$ cat config.mk
export PLATFORM = sky130hd
export DESIGN_NAME = bm_dag3_lfsr_misr
export DESIGN_NICKNAME = d
export VERILOG_FILES = /design/src/rtl/bm_dag3_lfsr_misr.sv
export SDC_FILE = /design/constraint.sdc
export NUM_CORES = 1
export LEC_CHECK = 0
export CORE_ASPECT_RATIO = 1.4
export CORE_MARGIN = 1.5
export CORE_UTILIZATION = 42
export DETAILED_ROUTE_END_ITERATION = 16
export GPL_TIMING_DRIVEN = 0
export PLACE_DENSITY = 0.77
export SYNTH_ARGS = -nofsm -noshare
export SYNTH_HDL_FRONTEND = slang
export SYNTH_SLANG_ARGS = --single-unit
$ cat constraint.sdc
create_clock -name clock -period 1.9 [get_ports clock]
set_input_delay 0.57 -clock clock [delete_from_list [all_inputs] [get_ports clock]]
set_output_delay 0.57 -clock clock [all_outputs]
set_load 0.01 [all_outputs]
$ cat src/rtl/bm_dag3_lfsr_misr.sv
// LFSR operand source and MISR response compactor for the 2-bit DAG benchmarks, sequenced by an IDLE/RUN/DRAIN/DONE FSM.
// Define BM_DAG3_GOLDEN_EN to add the golden input and pass output for an on-chip signature compare.
module bm_dag3_lfsr_misr #(
  parameter int unsigned BITS    = 2,
  parameter logic [15:0] NUM_VEC = 16'd16,
  parameter int unsigned LATENCY = 3
) (
  input  logic            clock,
  input  logic            reset_n,
  input  logic            start,
  input  logic [7:0]      seed,
  input  logic [BITS-1:0] res0_in,
  input  logic            res1_in,
`ifdef BM_DAG3_GOLDEN_EN
  input  logic [7:0]      golden,
  output logic            pass,
`endif
  output logic [BITS-1:0] a_out,
  output logic [BITS-1:0] b_out,
  output logic            c_out,
  output logic            d_out,
  output logic            busy,
  output logic            done,
  output logic [7:0]      signature
);

  localparam int unsigned DW = (LATENCY > 1) ? $clog2(LATENCY) : 1;

  typedef enum logic [1:0] {S_IDLE, S_RUN, S_DRAIN, S_DONE} state_t;

  state_t             state, state_nxt;
  logic [7:0]         lfsr, misr;
  logic [15:0]        vec_cnt;
  logic [DW-1:0]      drain_cnt;
  logic [LATENCY-1:0] valid_pipe;
  logic               start_ok, last_vec, drain_end, valid_d, running;

  // x^8+x^6+x^5+x^4+1 shift step, shared by the LFSR and the MISR.
  function automatic logic [7:0] step8(input logic [7:0] x);
    return {x[6:0], x[7] ^ x[5] ^ x[4] ^ x[3]};
  endfunction

  assign running   = (state == S_RUN);
  assign start_ok  = start && (state == S_IDLE || state == S_DONE);
  assign last_vec  = (vec_cnt == NUM_VEC - 16'd1);
  assign drain_end = (drain_cnt == DW'(LATENCY - 1));
  assign valid_d   = valid_pipe[LATENCY-1];

  always_comb begin
    // NOTE: default assigned first so every path drives state_nxt; otherwise a latch is inferred.
    state_nxt = state;
    unique case (state)
      S_IDLE, S_DONE: if (start)     state_nxt = S_RUN;
      S_RUN:          if (last_vec)  state_nxt = S_DRAIN;
      S_DRAIN:        if (drain_end) state_nxt = S_DONE;
      default:                       state_nxt = S_IDLE;
    endcase
  end

  // NOTE: sequential state uses non-blocking assignments so every flop samples pre-edge values.
  always_ff @(posedge clock or negedge reset_n) begin
    if (!reset_n) state <= S_IDLE;
    else          state <= state_nxt;
  end

  always_ff @(posedge clock or negedge reset_n) begin
    if (!reset_n) begin
      lfsr       <= 8'h01;
      misr       <= 8'h00;
      vec_cnt    <= '0;
      drain_cnt  <= '0;
      valid_pipe <= '0;
    end else begin
      if (start_ok) begin
        lfsr    <= (seed == 8'h00) ? 8'h01 : seed;
        vec_cnt <= '0;
      end else if (running) begin
        lfsr    <= step8(lfsr);
        vec_cnt <= vec_cnt + 16'd1;
      end

      if (running && last_vec)    drain_cnt <= '0;
      else if (state == S_DRAIN)  drain_cnt <= drain_cnt + DW'(1);

      // Truncating the concatenation drops the oldest stage and shifts in the RUN flag.
      valid_pipe <= LATENCY'({valid_pipe, running});

      if (start_ok)     misr <= 8'h00;
      else if (valid_d) misr <= step8(misr) ^ 8'({res1_in, res0_in});
    end
  end

`ifdef BM_DAG3_GOLDEN_EN
  logic [7:0] golden_q;

  always_ff @(posedge clock or negedge reset_n) begin
    if (!reset_n)      golden_q <= 8'h00;
    else if (start_ok) golden_q <= golden;
  end

  assign pass = (state == S_DONE) && (misr == golden_q);
`endif

  // Operands are only meaningful while vectors are being issued.
  assign a_out     = running ? lfsr[BITS-1:0]      : '0;
  assign b_out     = running ? lfsr[2*BITS-1:BITS] : '0;
  assign c_out     = running & lfsr[2*BITS];
  assign d_out     = running & lfsr[2*BITS+1];
  assign busy      = (state == S_RUN) || (state == S_DRAIN);
  assign done      = (state == S_DONE);
  assign signature = misr;

endmodule

Word-level counts from Yosys, hierarchy flattened
Index checks and enable logic that the tools add are counted.
{ "word_totals": {"latch_bits": 0, "in_bits": 14, "out_inout_bits": 16, "romBits": 0, "memories": 0, "word_cells": 51, "ram_bits": 0, "reg_bits": 39} }
{ "classes": {"reduce_logical": 11, "n_bitwise": 9, "mux": 15, "n_addsub": 2, "div": 0, "eq_ne": 8, "order_cmp": 0, "n_shift": 0, "n_mul": 0} }
{ "ops": {"columns": ["cell", "n"], "rows": [
  ["$mux 8", 5],
  ["$mux 16", 2],
  ["$add 16x1->16 const B", 1],
  ["$eq 16x4->1 const B", 1],
  ["$mux 2", 7],
  ["$logic_not 8->1", 1],
  ["$xor 8x3->8", 1],
  ["$eq 2x2->1 const B", 3],
  ["$ne 2x2->1 const B", 3],
  ["$pmux 2 s3", 1],
  ["$reduce_bool 2->1", 3],
  ["$xor 1x1->1", 6],
  ["$reduce_and 3->1", 1],
  ["$add 2x1->2 const B", 1],
  ["$and 1x1->1", 2],
  ["$eq 2x1->1 const B", 1],
  ["$logic_and 1x1->1", 2],
  ["$logic_not 2->1", 1],
  ["$logic_or 1x1->1", 2],
  ["$reduce_or 2->1", 1]
]} }

Logic depth before layout (Yosys ltp)
Gate-level depths: netlist of run 1.
{ "logic_depth": {"word_depth": 6, "mapped_depth": 7, "ltp_nobuf": 6} }

Least setup slack after synthesis of run 1
OpenSTA, ideal clock, no wires.
{ "synth_timing": {"path_kind": "flip-flop to output port", "startpoint": "register state[1]", "endpoint": "output port b_out[0]", "n_path_buf": 2, "required_ns": 1.330, "arrival_time_ns": 1.150, "path_stages_with_launch": 6, "setup_slack_ns": 0.180, "path_cell_list": "dfrtp_1 > inv_1 > ha_1 > buf_2 > buf_2 > and2_1"} }
{ "synth_between": {"elab_chain_cells": 2} }
{ "synth_rtl": {"columns": ["item", "line_no", "rtl"], "rows": [
  ["start: declaration", "31", "state_t state, state_nxt;"],
  ["start signal: assignment", "63", "else state <= state_nxt;"],
  ["$eq 2x1->1", "43", "assign running = (state == S_RUN);"],
  ["via running", "36", "logic start_ok, last_vec, drain_end, valid_d, running;"],
  ["$mux 2", "106", "assign b_out = running ? lfsr[2*BITS-1:BITS] : '0;"],
  ["end: declaration", "19", "output logic [BITS-1:0] b_out,"]
]} }
The timed path passes the listed nets, and every way through them passes these cells.

Worst setup path in the final report of run 1
{ "layout_timing": {"startpoint": "register state[0]", "endpoint": "output port a_out[0]"} }
{ "layout_between": {"elab_chain_cells": 2} }
{ "layout_rtl": {"columns": ["item", "line_no", "rtl"], "rows": [
  ["$eq 2x1->1", "43", null],
  ["via running", "36", null],
  ["$mux 2", "105", "assign a_out = running ? lfsr[BITS-1:0] : '0;"],
  ["end: declaration", "18", "output logic [BITS-1:0] a_out,"]
]} }
The timed path passes the listed nets, and every way through them passes these cells.

==> impl_results.md, run 1 <==
- Status: finished clean
- Ys async rst share: 1.00
- Synth Cell Area: slightly below 2000 µm²
- Remaining DRCs: 0
- Post-synthesis sequential area ratio: 0.498
- CTS Buffer Depth: 2
- Cell variety after synth: 33
- Worst path bufs/invs: 2
- Vias in the first global route: roughly 1,500
- Worst EP arrival: around 1.3 ns
- Cell Pwr Density: about 1400 nW/µm²
- Clock sink total: 39
- CP Class: reg2out
- Pins Over Slew Limit: 0
- Slowest cell on crit path: dfrtp_1
- Ys flop type: dfrtp_1
- Hpwl dp: ~2700 µm
- Min Clock Period, post-route: 1.89 ns
- Initial DRT Pass Iterations: 4
- Commonest non-fill, non-tap cells in the layout: dfrtp_1 (38), nor2_1 (25), clkdlybuf4s50_1 (20)
- H-tree depth: 2
- Routed WL per cell: between 10 and 15 µm
- Clock root cell: clkbuf_8
- Initial antenna violation count: 0
- Clock latency on the worst-skew pair: around 0.29 ns
- Achievable frequency: around 530 MHz
- Iter 0 DRT Violations: 58
- Height of the die: 83.8 µm
- Layout area overhead: 32.4%
- PortBufs: 29
- Worst VDD drop: 0.886 mV
- Worst Setup End Kind: output pin
- Most common cell after layout, fill and taps aside: dfrtp_1
- Clk_skew: ~0.0035 ns
- Post-synth EDFFs: 0
- Final WS setup: approximately 0.012 ns
- Core Area: roughly 4500 µm²
- First-pass GRT wire length: 6800 µm
- Slew @ Worst Pin: between 0.8 and 0.9 ns
- Routed WL: 3980 µm
- Tcrit/Tclk final: 0.994
- Crit path max fanout: 6
- # IOs: 30
- GR Overflow Total: 0
- Largest net degree at the start of global routing: 40
- # setup viols final: 0
- Starting Density: 0.436
- Number of hold violations in the final report: 0
- Slew margin rel.: 0.432
- Clock-pin slew on the worst setup and hold paths: approximately 0.07 ns
- GRT Util Overall: 0.179
- Average cell area after synthesis: between 10 and 15 µm²
- Vias per cell: about 5.1
- Leakage power: about 0.0012 µW
- Die ar.: around 5100 µm²
- Worst min-delay path class: reg2reg
- Worst setup SP type: flip-flop
- Warnings from Yosys: 0
- Std-Cell Rows: 29
- RSZ-0062 raised after global routing: true
- Total power: ~3600 µW
- Post-DP Area: about 2300 µm²
- Vias: around 1,500
- Ratio of cells with drive above 1 in the final layout: 0.191
- Final instance area: about 2600 µm²
- Antenna Nets Post-Route: 0
- WP data required: 1.33 ns
- Max-cap violations: 0
- Number of diodes: 0
- Worst-path cell chain: ha_4, buf_4, and2_4, buf_6
- Yosys reg bits: 39
- Critical path's largest stage delay: ~0.42 ns
- Syn_nets: 210
- TritonCTS Buffers: 5
- DIE WIDTH: roughly 60 µm
- Pre-CTS WS: -0.490 ns
- Crit path max-delay family: flip-flops
- Layout fillers: between 400 and 500
- GP Congestion: approximately 0.70
- Syn Inst Count: 191
- CTS tree: built
- Nets: 254
==> state kept, by name, indices dropped and copies added (netlist names) <==
signal,flops
signature,8
drain_cnt,2
valid_pipe,3
lfsr,8
state,2
vec_cnt,16
==> final timing paths <==
check                         startpoint             to  slack (ns)  depth (start not counted)
setup reg to reg                state[1]    vec_cnt[14]        0.08                          8
hold reg to reg            valid_pipe[0]  valid_pipe[1]        0.36                          0
max in group asynchronous        reset_n     vec_cnt[4]        0.98                          1
setup / recovery                state[0]       a_out[0]        0.01                          4
hold / removal             valid_pipe[0]  valid_pipe[1]        0.36                          0
min in group asynchronous        reset_n    vec_cnt[10]        0.38                          1
==> worst register-to-register path, delay by kind of cell (launching register included) <==
kind          cells  cell delay [ns]
simple gates      3             0.59
flops             1             0.39
buf+inv           3             0.34
fa+ha+maj         1             0.19
xor+xnor          1             0.18
==> repair_timing <==
action,4_1_cts,5_1_grt
gates resized for setup,45,13
setup endpoints to repair,8,24
hold buffers,0,0
pin swaps,1,2
buffers inserted,6,4
==> layout make-up <==
class / count / area (µm²) / share of cell area
buffer: 7 / 40.0 / 0.0154
clock buffer: 6 / 72.6 / 0.0280
clock inverter: 2 / 60.1 / 0.0231
inverter: 8 / 30.0 / 0.0116
multi-input combinational: 136 / 978 / 0.377
sequential: 39 / 977 / 0.377
tap: 62 / 77.6 / 0.0299
timing repair buffer: 38 / 359 / 0.138
==> power breakdown <==
part / leakage [µW] / internal, µW / switching [µW]
clock: 0.0000654 / 525 / 285
combinational: 0.000596 / 837 / 685
sequential: 0.000497 / 1070 / 183
==> cells by family after synthesis <==
| logic type | synth area share |
|---|---|
| xor gates and xnor gates | 0.105 |
| DFF | 0.498 |
| buffers and inverters | 0.0319 |
| and+or+nand+nor | 0.207 |
| muxes | 0.0511 |
| adders and majority gates | 0.0319 |
| AOI/OAI and AO/OA | 0.0747 |
==> routing by layer <==
metal	track usage	up-vias	part of all wire
met5	0	-	0
met4	0.0929	0	0.029
met3	0.0481	8	0.037
met2	0.296	37	0.53
met1	0.203	728	0.41
li1	-	739	-
==> through the flow <==
| step | std cells | hold WS, ns | TNS (ns) | util |
|---|---|---|---|---|
| final | 298 | 0.358 | 0 | 0.577 |
| after global routing | 298 | 0.365 | -0.206 | 0.577 |
| after CTS | 296 | 0.355 | -0.155 | 0.561 |
| after detailed placement | 282 | 0.337 | -4.87 | 0.516 |
| after global placement | 282 | 0.336 | -29.52 | 0.518 |
| after floorplan | 191 | 0.274 | 0 | - |
==> synthesized netlist by cell type, drive strengths merged (2+ instances only) <==
master / instances / area (µm²)
a211oi: 2 / 15.0
a21oi: 9 / 45.0
and2: 7 / 43.8
buf: 3 / 13.8
clkbuf: 5 / 18.8
dfrtp: 38 / 951
ha: 5 / 62.6
inv: 8 / 30.0
mux2i: 10 / 100
nand2: 13 / 48.8
nand3: 3 / 15.0
nand4: 6 / 65.1
nor2: 25 / 93.8
nor3: 4 / 20.0
nor4: 7 / 68.8
o21ai: 14 / 70.1
or3: 2 / 12.5
xnor2: 15 / 131
xor2: 6 / 52.6
No activity file was read; power rests on OpenSTA's default activity.
==> run 2: changes to the inputs <==
--- a/config.mk
+++ b/config.mk
@@ -5,8 +5,8 @@
 export SDC_FILE = /design/constraint.sdc
 export NUM_CORES = 1
 export LEC_CHECK = 0
-export CORE_ASPECT_RATIO = 1.4
-export CORE_MARGIN = 1.5
+export CORE_ASPECT_RATIO = 0.6
+export CORE_MARGIN = 2
 export CORE_UTILIZATION = 42
 export DETAILED_ROUTE_END_ITERATION = 16
 export GPL_TIMING_DRIVEN = 0
==> constraint.sdc (replaced) <==
create_clock -name clock -period 1.75 [get_ports clock]
set_input_delay 0.525 -clock clock [delete_from_list [all_inputs] [get_ports clock]]
set_output_delay 0.525 -clock clock [all_outputs]
set_load 0.01 [all_outputs]
==> impl_results.md, run 2 (same netlist as run 1, synthesis figures left out) <==
- Failing checks: negative setup slack
- Most common cell after layout, fill and taps aside: dfrtp_1
- Vias per cell: roughly 5
- Nets: 260
- Gate power share: 0.452
- Die ar.: 5250 µm²
- Std-Cell Rows: 19
- Clock-pin slew on the worst setup and hold paths: approximately 0.08 ns
- Worst setup SP type: flip-flop
- RSZ-0062 raised after global routing: true
- CTS Buffer Depth: 2
- Cell Pwr Density: around 1400 nW/µm²
- End point of the critical path: b_out[0]
- Tcrit/Tclk final: 1.06
- Multi-input gate area: between 1000 and 1500 µm²
- R2r worst-path depth: 5
- Layout area overhead: 37.5%
- Commonest non-fill, non-tap cells in the layout: dfrtp_1 (34), nor2_1 (25), xnor2_1 (15)
- Number of diodes: 0
- GRT Util Overall: 0.178
- Clk pwr share: 0.199
- TritonCTS Buffers: 5
- Crit path max fanout: 8
- Max-cap violations: 0
- Number of hold violations in the final report: 0
- Max reg flops: 16
- Slew margin rel.: 0.441
- Routed WL: about 4300 µm
- Reg2reg setup slack: approximately 0.060 ns
- Pins Over Slew Limit: 0
- Pre-CTS WS: -0.625 ns
- Largest net degree at the start of global routing: 40
- Clk_skew: about 0.0096 ns
- Vias in the first global route: about 1,500
- Leakage power: between 0.001 and 0.0015 µW
- Initial antenna violation count: 0
- Worst Setup End Kind: output pin
- Worst min-delay path class: in2async
- Final WS setup: -0.102 ns
- Hpwl dp: approximately 2700 µm
- Clock root cell: clkbuf_8
- Reg-to-reg startpoint: vec_cnt[0]
- Initial DRT Pass Iterations: 5
- Antenna Nets Post-Route: 0
- Starting Density: 0.432
- Setup tns final: -0.210 ns
- Storage cell area: 982 µm²
- Clock sink total: 39
- Min Clock Period, post-route: about 1.9 ns
- Achievable frequency: about 540 MHz
- CP Class: reg2out
- Worst EP arrival: about 1.3 ns
- WP data required: between 1 and 1.5 ns
- Crit path from: state[0]
- GR Overflow Total: 0
- Post-DP Area: approximately 2300 µm²
- Switching Power: around 1300 µW
- Final instance area: roughly 2700 µm²
- Switch share: 0.345
- PortBufs: 29
- Sequential share of power: 0.349
- CTS tree: built
- Remaining DRCs: 0
- Status: finished with violations
- CTS Hold Bufs: 0
- Hold Slack: 0.326 ns
- Worst VDD drop: between 1 and 1.5 mV
- Ratio of cells with drive above 1 in the final layout: 0.273
- Routed WL per cell: approximately 14 µm
- Core Area: 4540 µm²
- Vias: approximately 1,500
- First-pass GRT wire length: ~7200 µm
- Worst flop-to-flop path endpoint: state[1]
- Cell internal pwr: between 2000 and 3000 µW
- Height of the die: ~57 µm
- # IOs: 30
- Largest register by flop count: vec_cnt
- Layout fillers: roughly 360
- GP Congestion: ~0.8
- # setup viols final: 7
- Layout Utilization: 0.594
- Clock latency on the worst-skew pair: around 0.30 ns
- H-tree depth: 2
- Iter 0 DRT Violations: ~130
- DIE WIDTH: approximately 92 µm
- Slew @ Worst Pin: about 0.84 ns
-- run 2: cell types whose count changed in the layout (fill, tap and decap cells not counted), sizes merged --
cell,previous run,this run
buf,18,27
bufinv,2,1
clkbuf,12,9
clkdlybuf4s15,1,0
clkdlybuf4s50,20,12
clkinv,0,1
dlygate4sd2,0,6
dlymetal6s2s,0,2
nand4,6,7
-- run 2: how the worst min path moves through the flow --
| stage | start | end | slack, ns |
|---|---|---|---|
| 4_1_cts | reset_n | state[1] | 0.36 |
| 2_1_floorplan | reset_n | drain_cnt[0] | 0.23 |
| 5_1_grt | valid_pipe[1] | valid_pipe[2] | 0.37 |
| 3_5_place_dp | valid_pipe[1] | valid_pipe[2] | 0.35 |
| 6_report | reset_n | drain_cnt[1] | 0.33 |
| 3_3_place_gp | valid_pipe[1] | valid_pipe[2] | 0.34 |
-- run 2: repair_timing --
action | CTS | global route
gates resized for setup | 65 | 24
pin swaps | 5 | 11
gates cloned | 1 | 0
hold endpoints to repair | 0 | 0
buffers inserted | 11 | 4
endpoints found under the setup margin | 23 | 39
-- run 2: per-layer routing --
layer / up-vias / share of wire / GRT usage
met5: - / 0 / 0
met4: 0 / 0.012 / 0.0597
met3: 7 / 0.049 / 0.0430
met2: 39 / 0.43 / 0.253
met1: 740 / 0.50 / 0.267
li1: 752 / - / -
-- run 2: final cells by class --
| class | count | share of cell area |
|---|---|---|
| inverter | 8 | 0.0130 |
| clock inverter | 2 | 0.0130 |
| buffer | 7 | 0.0158 |
| multi-input combinational | 137 | 0.389 |
| tap | 63 | 0.0292 |
| timing repair buffer | 43 | 0.145 |
| sequential | 39 | 0.364 |
| clock buffer | 6 | 0.0306 |
-- run 2: metrics by stage --
| step | power [µW] | instances |
|---|---|---|
| after floorplan | 2210 | 191 |
| after detailed placement | 2760 | 283 |
| after global placement | 2730 | 283 |
| after CTS | 3810 | 303 |
| after global routing | 4160 | 305 |
| final | 3900 | 305 |
-- run 2: power groups by stage --
stage	registers (µW)	clock network [µW]	logic, µW
3_5_place_dp	1360	0	1390
2_1_floorplan	1360	0	855
3_3_place_gp	1360	0	1370
4_1_cts	1370	794	1650
6_report	1360	776	1760
5_1_grt	1400	832	1930
-- run 2: worst max-delay path, stage by stage, from the launching register on --
cell,delay (ns)
dfrtp_2,0.45
ha_4,0.21
buf_8,0.13
and2_4,0.13
buf_6,0.11
==> run 3: changes to the inputs <==
--- a/config.mk
+++ b/config.mk
@@ -5,12 +5,15 @@
 export SDC_FILE = /design/constraint.sdc
 export NUM_CORES = 1
 export LEC_CHECK = 0
+export CELL_PAD_IN_SITES_DETAIL_PLACEMENT = 1
+export CELL_PAD_IN_SITES_GLOBAL_PLACEMENT = 2
 export CORE_ASPECT_RATIO = 0.6
 export CORE_MARGIN = 2
-export CORE_UTILIZATION = 42
+export CORE_UTILIZATION = 34
+export CTS_CLUSTER_SIZE = 20
 export DETAILED_ROUTE_END_ITERATION = 16
 export GPL_TIMING_DRIVEN = 0
-export PLACE_DENSITY = 0.77
+export PLACE_DENSITY = 0.91
 export SYNTH_ARGS = -nofsm -noshare
 export SYNTH_HDL_FRONTEND = slang
 export SYNTH_SLANG_ARGS = --single-unit
==> impl_results.md, run 3 (same netlist as run 1, synthesis figures left out) <==
- Status: finished with violations
- Failing checks: negative setup slack
- Slew @ Worst Pin: approximately 0.64 ns
- Starting Density: 0.352
- Clock root cell: clkbuf_8
- Height of the die: approximately 63 µm
- CP Class: reg2out
- H-tree depth: 2
- RSZ-0062 raised after global routing: true
- Worst Setup End Kind: output pin
- Crit path max-delay family: flip-flops
- Cell Pwr Density: roughly 1400 nW/µm²
- Max reg flops: 16
- Initial DRT Pass Iterations: 4
- CP dominant cell by count: buf_6
- Number of hold violations in the final report: 0
- Clock-pin slew on the worst setup and hold paths: about 0.080 ns
- Leakage power: 0.00139 µW
- Commonest non-fill, non-tap cells in the layout: dfrtp_1 (35), buf_4 (27), nor2_1 (25)
- Routed WL per cell: between 15 and 20 µm
- Vias per cell: between 4 and 5
- Hpwl dp: 3430 µm
- Min Clock Period, post-route: 1.87 ns
- Slowest cell on crit path: dfrtp_2
- Achievable frequency: ~540 MHz
- # IOs: 30
- Clk_skew: roughly 0.008 ns
- # setup viols final: 11
- Worst path bufs/invs: 2
- Tcrit/Tclk final: 1.07
- Crit path max fanout: 5
- GRT Util Overall: 0.172
- DIE WIDTH: 102 µm
- Antenna Nets Post-Route: 0
- First-pass GRT wire length: roughly 8600 µm
- Layout area overhead: 45.2%
- Largest register by flop count: vec_cnt
- Core Area: around 5600 µm²
- Most common cell after layout, fill and taps aside: dfrtp_1
- Slew margin rel.: 0.572
- Worst VDD drop: between 0.6 and 0.7 mV
- WP data required: 1.22 ns
- Initial antenna violation count: 0
- Vias: 1,680
- Critical path's largest stage delay: approximately 0.45 ns
- Clock latency on the worst-skew pair: 0.29 ns
- Number of diodes: 0
- CTS Buffer Depth: 2
- Routed WL: between 5000 and 6000 µm
- Largest net degree at the start of global routing: 40
- Hold Slack: 0.189 ns
- Vias in the first global route: 1,731
- GR Overflow Total: 0
- CTS tree: built
- Placed insts: 301
- Final WS setup: -0.116 ns
- Ratio of cells with drive above 1 in the final layout: 0.327
- GP Congestion: ~0.73
- Worst min-delay path class: in2async
- Iter 0 DRT Violations: 68
- Pre-CTS WS: -0.700 ns
- Layout Utilization: 0.511
- TritonCTS Buffers: 5
- Worst-path cell chain: ha_4, buf_6, and2_4, buf_6
- Max-cap violations: 0
- Std-Cell Rows: 21
- Die ar.: roughly 6400 µm²
- Non-filler cells, final: 337
- Pins Over Slew Limit: 0
- Remaining DRCs: 0
- Clock sink total: 39
- Nets: around 280
- Worst EP arrival: roughly 1.3 ns
- PortBufs: 29
- Worst setup SP type: flip-flop
==> run 3: final cells by class <==
cell class,count,area [µm²]
multi-input combinational,137,1050
timing repair buffer,59,547
clock buffer,6,82.6
inverter,8,32.5
buffer,7,45.0
tap,80,100
clock inverter,1,5.00
sequential,39,981
fill,628,2720
==> run 3: per-stage QoR <==
stage	power [µW]	instance area, µm²	setup TNS, ns
final	4080	2850	-0.808
after global routing	4340	2850	-1.63
after CTS	3770	2630	-0.767
after detailed placement	2810	2370	-10.00
after global placement	2750	2350	-42.30
after floorplan	2210	1960	0
==> run 3: worst paths after layout <==
check,start,to,slack [ns],cells after the start
max in group asynchronous,reset_n,lfsr[0],1.29,2
min,reset_n,drain_cnt[1],0.19,2
min reg2reg,valid_pipe[0],valid_pipe[1],0.35,0
min in group clock,valid_pipe[0],valid_pipe[1],0.35,0
max reg2reg,state[1],vec_cnt[7],-0.07,8
max,state[0],d_out,-0.12,4
==> run 3: what timing repair did <==
action	in CTS	in global routing
setup endpoints to repair	41	36
gates cloned	0	1
buffers inserted	15	14
hold buffers	0	0
gates resized for setup	60	37
pin swaps	4	10
==> run 3: routing by layer <==
layer / GRT usage / routed length (µm) / up-vias
met3: 0.0391 / 271 / 4
met2: 0.268 / 2720 / 36
met1: 0.247 / 2850 / 859
met5: 0 / 0 / -
li1: - / - / 781
met4: 0.0350 / 46 / 0
==> run 3: power by group <==
group	total (µW)	internal (µW)	switching, µW
Sequential	1370	1160	213
Clock	618	310	309
Combinational	2090	1130	960
